--- src/rtl/path_pkg.sv ---
// Shared constants and FSM state type for the path capture unit.
package path_pkg;

    localparam int unsigned NODE_W   = 5;
    localparam int unsigned DEPTH    = 16;
    localparam logic [31:0] NODE_ADR = 32'h0200_0008;
    localparam logic [31:0] DONE_ADR = 32'h0200_000C;

    typedef enum logic [1:0] {
        CAPTURE,
        STREAM,
        DONE
    } state_t;

endpackage

--- src/rtl/path_capture_unit_if.sv ---
// CPU store bus plus the node valid/ready stream toward the navigation controller.
interface path_capture_unit_if #(
    parameter int unsigned NODE_W = path_pkg::NODE_W
);
    logic              MemWrite;
    logic [31:0]       DataAdr;
    logic [31:0]       WriteData;
    logic              node_ready;
    logic              node_valid;
    logic [NODE_W-1:0] node_id;

    modport master (
        output MemWrite, DataAdr, WriteData, node_ready,
        input  node_valid, node_id
    );

    modport slave (
        input  MemWrite, DataAdr, WriteData, node_ready,
        output node_valid, node_id
    );
endinterface

--- src/rtl/path_node_ram.sv ---
// Node storage: one synchronous write port, one combinational read port, no reset.
module path_node_ram #(
    parameter int unsigned DEPTH  = path_pkg::DEPTH,
    parameter int unsigned NODE_W = path_pkg::NODE_W,
    parameter int unsigned ADR_W  = $clog2(DEPTH)
) (
    input  logic              clk,
    input  logic              we,
    input  logic [ADR_W-1:0]  wr_addr,
    input  logic [NODE_W-1:0] wr_data,
    input  logic [ADR_W-1:0]  rd_addr,
    output logic [NODE_W-1:0] rd_data
);
    logic [NODE_W-1:0] mem [DEPTH];

    always_ff @(posedge clk) begin
        if (we) begin
            mem[wr_addr] <= wr_data;
        end
    end

    assign rd_data = mem[rd_addr];
endmodule

--- src/rtl/path_capture_unit.sv ---
// Captures path nodes written by the CPU, then streams them out over valid/ready.
module path_capture_unit #(
    parameter logic [31:0] NODE_ADR = path_pkg::NODE_ADR,
    parameter logic [31:0] DONE_ADR = path_pkg::DONE_ADR,
    parameter int unsigned DEPTH    = path_pkg::DEPTH,
    parameter int unsigned NODE_W   = path_pkg::NODE_W
) (
    input  logic                clk,
    input  logic                reset,
    path_capture_unit_if.slave  bus,
    input  logic                clear,
    output logic [4:0]          path_len,
    output logic                path_found,
    output logic                overflow,
    output logic                node_err
);
    import path_pkg::*;

    localparam int unsigned PTR_W   = $clog2(DEPTH);
    localparam logic [4:0]  DEPTH_L = 5'(DEPTH);

    state_t            state, state_nxt;
    logic [PTR_W-1:0]  wr_ptr, rd_ptr;
    logic [NODE_W-1:0] rd_data;
    logic              node_store, done_store, accept, handshake, last_node;

    assign node_store = (state == CAPTURE) && bus.MemWrite && (bus.DataAdr == NODE_ADR);
    assign done_store = (state == CAPTURE) && bus.MemWrite && (bus.DataAdr == DONE_ADR)
                        && (bus.WriteData == 32'd1);
    // clear outranks a same-cycle store, so the RAM write is gated too
    assign accept     = node_store && (path_len < DEPTH_L) && !clear && !reset;
    assign handshake  = bus.node_valid && bus.node_ready;
    assign last_node  = (5'(rd_ptr) == (path_len - 5'd1));

    path_node_ram #(
        .DEPTH  (DEPTH),
        .NODE_W (NODE_W)
    ) u_ram (
        .clk     (clk),
        .we      (accept),
        .wr_addr (wr_ptr),
        .wr_data (bus.WriteData[NODE_W-1:0]),
        .rd_addr (rd_ptr),
        .rd_data (rd_data)
    );

    always_comb begin
        state_nxt = state;
        case (state)
            CAPTURE: if (done_store) state_nxt = (path_len != '0) ? STREAM : DONE;
            STREAM:  if (handshake && last_node) state_nxt = DONE;
            DONE:    state_nxt = DONE;
            default: state_nxt = CAPTURE;
        endcase
    end

    always_ff @(posedge clk) begin
        if (reset || clear) begin
            state      <= CAPTURE;
            wr_ptr     <= '0;
            rd_ptr     <= '0;
            path_len   <= '0;
            path_found <= 1'b0;
            overflow   <= 1'b0;
            node_err   <= 1'b0;
        end else begin
            state <= state_nxt;
            if (accept) begin
                wr_ptr   <= wr_ptr + 1'b1;
                path_len <= path_len + 5'd1;
            end
            if (node_store && !accept) overflow <= 1'b1;
            if (node_store && (|bus.WriteData[31:NODE_W])) node_err <= 1'b1;
            if (done_store) path_found <= 1'b1;
            if (handshake) rd_ptr <= rd_ptr + 1'b1;
        end
    end

    assign bus.node_valid = (state == STREAM) && !reset;
    assign bus.node_id    = bus.node_valid ? rd_data : '0;
endmodule

--- src/flat_wrapper.sv ---
// flat-port wrapper written by rule: the top's interface ports become plain ports
module path_capture_unit_flat import path_pkg::*;
#(
    parameter logic [31:0] NODE_ADR = path_pkg::NODE_ADR,
    parameter logic [31:0] DONE_ADR = path_pkg::DONE_ADR,
    parameter int unsigned DEPTH    = path_pkg::DEPTH,
    parameter int unsigned NODE_W   = path_pkg::NODE_W
)
  (clk, reset, clear, path_len, path_found, overflow, node_err, bus_MemWrite, bus_DataAdr, bus_WriteData, bus_node_ready, bus_node_valid, bus_node_id);
  path_capture_unit_if #(.NODE_W(NODE_W)) bus_i ();
  input  logic clk;
  input  logic reset;
  input  logic clear;
  output logic [4:0] path_len;
  output logic path_found;
  output logic overflow;
  output logic node_err;
  input wire logic [$bits(bus_i.MemWrite)-1:0] bus_MemWrite;
  input wire logic [$bits(bus_i.DataAdr)-1:0] bus_DataAdr;
  input wire logic [$bits(bus_i.WriteData)-1:0] bus_WriteData;
  input wire logic [$bits(bus_i.node_ready)-1:0] bus_node_ready;
  output wire logic [$bits(bus_i.node_valid)-1:0] bus_node_valid;
  output wire logic [$bits(bus_i.node_id)-1:0] bus_node_id;
  assign bus_i.MemWrite = bus_MemWrite;
  assign bus_i.DataAdr = bus_DataAdr;
  assign bus_i.WriteData = bus_WriteData;
  assign bus_i.node_ready = bus_node_ready;
  assign bus_node_valid = bus_i.node_valid;
  assign bus_node_id = bus_i.node_id;
  path_capture_unit #(.NODE_ADR(NODE_ADR), .DONE_ADR(DONE_ADR), .DEPTH(DEPTH), .NODE_W(NODE_W)) u_core (.clk(clk), .reset(reset), .bus(bus_i), .clear(clear), .path_len(path_len), .path_found(path_found), .overflow(overflow), .node_err(node_err));
endmodule
--- config.mk ---
export PLATFORM = sky130hd
export DESIGN_NAME = path_capture_unit_flat
export DESIGN_NICKNAME = d
export VERILOG_FILES = /design/src/rtl/path_pkg.sv /design/src/rtl/path_capture_unit_if.sv /design/src/rtl/path_node_ram.sv /design/src/rtl/path_capture_unit.sv /design/src/flat_wrapper.sv
export SDC_FILE = /design/constraint.sdc
export NUM_CORES = 1
export LEC_CHECK = 0
export ABC_AREA = 1
export CAP_MARGIN = 20
export CORE_ASPECT_RATIO = 0.8
export CORE_MARGIN = 8
export CORE_UTILIZATION = 45
export DETAILED_ROUTE_END_ITERATION = 8
export GPL_ROUTABILITY_DRIVEN = 0
export PLACE_DENSITY = 0.7
export SLEW_MARGIN = 20
export SYNTH_ARGS = -nofsm -noshare
export SYNTH_HDL_FRONTEND = slang
export SYNTH_SLANG_ARGS = --single-unit
--- constraint.sdc ---
create_clock -name clk -period 4.15 [get_ports clk]
set_clock_uncertainty 0.15 [all_clocks]
set_input_delay 0.83 -clock clk [delete_from_list [all_inputs] [get_ports clk]]
set_output_delay 0.83 -clock clk [all_outputs]
set_load 0.05 [all_outputs]
# Word-level counts from Yosys, hierarchy flattened
# Memories as Yosys holds them, arrays and structs flattened. A register that Yosys moved wholly into a read port is not among the register bits.
# Index checks and enable logic that the tools add are counted.
# W data, S select, Z words.
[totals]
output_inout_bits = 14
n_memories = 1
in_bits = 69
register_bits = 18
ramBits = 80
romBits = 0
word_cells = 50
latchBits = 0
[mem_list]
columns = ["memory", "words", "word_bits", "read_ports", "rd_ports_with_merged_regs", "write_ports", "line", "source"]
rows = [
  ["u_core.u_ram.mem", 16, 5, 1, 1, 1, "path_node_ram.sv:14", "logic [NODE_W-1:0] mem [DEPTH];"],
]
[op_classes]
n_addsub = 4
magnitude_cmp = 1
div_mod_pow = 0
n_reduce_logical = 20
mul = 0
muxes = 9
bitwise = 0
n_eq_ne = 8
n_shift = 0
[ops]
columns = ["operator", "count"]
rows = [
  ["$eq A32 B26 Y1 const B", 2],
  ["$eq A32 B1 Y1 const B", 1],
  ["$reduce_or A27 Y1", 1],
  ["$logic_and A1 B1 Y1", 12],
  ["$add A4 B1 Y4 const B", 2],
  ["$mux W4", 2],
  ["$mux W2", 3],
  ["$pmux W2 S3", 1],
  ["$add A5 B1 Y5 const B", 1],
  ["$eq A4 B5 Y1", 1],
  ["$lt A5 B5 Y1 const B", 1],
  ["$mux W5", 1],
  ["$reduce_bool A5 Y1", 1],
  ["$sub A5 B1 Y5 const B", 1],
  ["$ne A2 B1 Y1 const B", 2],
  ["$logic_not A1 Y1", 3],
  ["$eq A2 B1 Y1 const B", 1],
  ["$eq A2 B2 Y1 const B", 1],
  ["$logic_not A2 Y1", 1],
  ["$mux W1", 2],
  ["$reduce_and A2 Y1", 1],
  ["$logic_or A1 B1 Y1", 1],
]

# Longest topological paths before layout
[logic_depth]
ltp_word = 8
ltp_mapped = 13

# Hierarchy
# From an unflattened synthesis, not the netlist that was laid out.
[unflattened]
hier_cells = 595
hier_area_um2 = 5013.6
[modules_own_cells]
columns = ["mod", "area_per_inst_um2", "cells_per_inst", "n_inst", "seq_area_each_um2"]
rows = [
  ["path_node_ram", 3590.9, 350, 1, 2402.3],
  ["path_capture_unit", 1422.6, 245, 1, 360.3],
]

# Least setup slack after synthesis
# No wires, ideal clock.
[synth_timing]
kind = "register to output"
from = "register with a tool-made name"
to = "output port bus_node_id[1]"
path_slack_ns = 1.374
arrival_time_ns = 1.796
path_stages_with_launch = 7
required_ns = 3.170
path_cell_list = "dfxtp_1 > inv_1 > clkbuf_1 > nor2_1 > o221ai_1 > o211ai_1 > a21oi_1"
[synth_rtl]
columns = ["item", "line", "source"]
rows = [
  ["to (decl)", "flat_wrapper.sv:23", "output wire logic [$bits(bus_i.node_id)-1:0] bus_node_id;"],
]

==> impl_results.md <==
- Mapped cell area: roughly 0.0047 mm²
- Initial core utilization: between 40% and 50%
- Post-Route WL: roughly 12,000 µm
- First-pass GRT wire length: 18,600 µm
- Core area: 0.0102 mm²
- DR iter-0 viols: 365
- Initial antenna violation count: 0
- Fmax: 269 MHz
- Worst EP arrival: 2.74 ns
- Worst path cell trace: inv_1 > o21ai_0 > o221ai_1 > nand3_1 > a21oi_1 > clkdlybuf4s50_1
- Ratio of final minimum period to clock period: around nine tenths
- Max_slew headroom: 52.0%
- Vias/cell: between 5 and 6
- RSZ-0062 raised after global routing: false
- Hold crit path type: reg2reg
- TritonRoute pass-1 iters: 5
- TNS Setup: 0 ns
- Max FO, Critical Path: 25
- Setup violators final: 0
- Critical path startpoint category: flip-flop
- Reg2Reg Setup Slack: about 1.7 ns
- Cell with the largest stage delay on the worst path: clkdlybuf4s50_1
- Peak supply drop: 0.000187 V
- Status: complete, no violations
- Sequential element share of the synthesized area: between 60% and 70%
- Sink Count: 102
- LEAKAGE: 2.07 nW
- Slew Limit Fails: 0
- P&R area growth vs syn: 26.9%
- Max-cap violations: 0
- Die X: 130 µm
- Final net count: 640
- Cts repair resizes: 0
- Largest net degree at the start of global routing: 41
- Register bit total from synthesis: 102
- Boundary Pins: 83
- GRT overflow: 0
- Critical Path RT: 3.17 ns
- DP Wirelength: 8280 µm
- Tot GR Track Use: 17.2%
- CTS tree: built
- YS warnings: 0
- WL per Instance: 16.3 µm
- Die Y: 107 µm
- Worst-skew pair later-pin latency: 0.34 ns
- Hold_buf cts: 0
- Setup ws final: 0.433 ns
- PD cells: 334 mW/mm²
- Maximum clock path buffer count: 2
- Final hold violations: 0
- Antenna Cells: 0
- Row Count: 33
- Worst Tran Pin Value: 0.720 ns
- Place WS: 0.591 ns
- Crit end category: primary output
- Remaining DRCs: 0
- Syn_area_per_cell: 9.84 µm²
- Total CTS buffers: 9
- Yosys cell types: 32
- Share of cells above drive strength 1: 7.42%
- Post-CTS setup buffers: 0
- Vias in the first global route: 3,648
- Number of buffers added on ports: just over 80
- Fin crit period: about 3.7 ns
- CTS clk-pin slew, worst paths: 0.07 ns
- Vias: roughly 3,700
- Cell count after synthesis: 476
- CTS root buf: clkbuf_16
- Die ar.: 0.0139 mm²
- H-Tree Depth: 3
- Routed Antenna Nets: 0
- Synthesized Nets: 555
- Setup CP Type: reg2out
- CP max stage delay: 0.83 ns
## logic make-up (layout without fill, tap and decap cells)
| logic type | after synthesis | in the layout | share of synthesized area (%) |
|---|---|---|---|
| flops | 102 | 102 | 60.7 |
| simple gates | 216 | 216 | 19.8 |
| xor+xnor | 6 | 6 | 1.12 |
| fa+ha+maj | 10 | 10 | 2.67 |
| buf+inv | 52 | 142 | 4.28 |
| compound gates | 90 | 90 | 11.4 |
## Yosys cell counts
| cell | n | area share, % |
|---|---|---|
| and2_1 | 1 | 0.13 |
| nand2_1 | 53 | 4.2 |
| clkbuf_1 | 13 | 1.0 |
| nor2_2 | 3 | 0.40 |
| o22ai_1 | 4 | 0.53 |
| clkinv_2 | 1 | 0.11 |
| inv_2 | 1 | 0.080 |
| a21oi_1 | 18 | 1.9 |
| edfxtp_1 | 80 | 51 |
| nand3_1 | 18 | 1.9 |
| nand3_2 | 2 | 0.43 |
| inv_1 | 34 | 2.7 |
| nor3_1 | 4 | 0.43 |
| nor4_1 | 1 | 0.13 |
| a211oi_1 | 2 | 0.32 |
| nor2_1 | 119 | 9.5 |
| o21ai_1 | 2 | 0.21 |
| o21ai_0 | 43 | 4.6 |
| buf_2 | 2 | 0.21 |
| xnor2_1 | 2 | 0.37 |
| xor2_1 | 4 | 0.75 |
| nor2_4 | 1 | 0.24 |
| nand2_2 | 2 | 0.27 |
| o211ai_1 | 4 | 0.64 |
| nand4_1 | 7 | 0.94 |
| ha_1 | 10 | 2.7 |
| o221ai_1 | 16 | 3.0 |
| dfxtp_1 | 22 | 9.4 |
| o21bai_1 | 1 | 0.16 |
| clkbuf_2 | 1 | 0.11 |
| nor3_2 | 2 | 0.43 |
| nand2_4 | 3 | 0.72 |
## flip-flops by register name (all words and copies together), names as in the netlist, named ones only
name,flops
u_core.rd_ptr,4
u_core.path_found,1
u_core.node_err,1
u_core.overflow,1
u_core.state,2
u_core.wr_ptr,4
u_core.path_len,5
u_core.u_ram.mem,80
## worst paths after layout
check | from | endpoint | cells past startpoint
setup reg to reg | u_core.state[1] | u_core.u_ram.mem[3][4] | 10
setup / recovery | flip-flop | bus_node_id[0] | 6
hold reg to reg | u_core.path_found | u_core.path_found | 2
hold / removal | u_core.path_found | u_core.path_found | 2
## report_power, final
| part | switching (mW) | internal [mW] |
|---|---|---|
| clock | 0.373 | 0.411 |
| sequential | 0.0000000110 | 1.10 |
| combinational | 0.0378 | 0.0660 |
## layout by cell type (no fill, tap or decap), types with 2 or more instances in the layout
master and n:
clkdlybuf4s50_1 78, buf_4 12, nor3_2 2, o22ai_1 4
edfxtp_1 80, ha_1 10, o221ai_1 16, o211ai_1 4
nor2_2 3, nand2_4 3, nand3_2 2, inv_1 34
nand2_1 53, xnor2_1 2, clkbuf_16 9, o21ai_0 43
nor3_1 4, dfxtp_1 22, a21oi_1 18, a211oi_1 2
nand2_2 2, o21ai_1 2, nand4_1 7, clkinvlp_4 3
xor2_1 4, nand3_1 18, clkinv_2 2, nor2_1 119
## critical path: cells and delay by family, from the launching register on
family	cells	cell delay, ns
AO/OA/AOI/OAI	3	0.61
buffers and inverters	2	1.36
flip-flops	1	0.32
AND/OR/NAND/NOR	1	0.11
## metal layers
metal	routed length (µm)	track usage (%)	vias up	share of wire (%)
met4	126	4.05	0	1.1
met2	5410	27.1	148	47
met1	5140	22.6	1754	45
li1	-	-	1822	-
met3	872	5.56	15	7.6
met5	0	0	-	0
## cell type report
cell class | instances | area (µm²)
Clock buffer | 10 | 229
Clock inverter | 6 | 47.5
Fill cell | 900 | 4260
Inverter | 36 | 136
Multi-Input combinational cell | 322 | 1640
Sequential cell | 102 | 2840
Tap cell | 140 | 175
Timing Repair Buffer | 90 | 871
## per-stage QoR
| step | power (mW) | utilization (%) | instances | hold slack [ns] | instance area, µm² |
|---|---|---|---|---|---|
| final | 1.99 | 58.3 | 706 | 0.310 | 5940 |
| after global routing | 2.05 | 58.3 | 706 | 0.331 | 5940 |
| after floorplan | 1.14 | - | 476 | 0.322 | 4680 |
| after global placement | 1.22 | 55.5 | 690 | 0.287 | 5660 |
| after CTS | 2.00 | 58.3 | 706 | 0.312 | 5940 |
| after detailed placement | 1.23 | 55.5 | 690 | 0.299 | 5660 |
(Power assumes the default switching activity.)
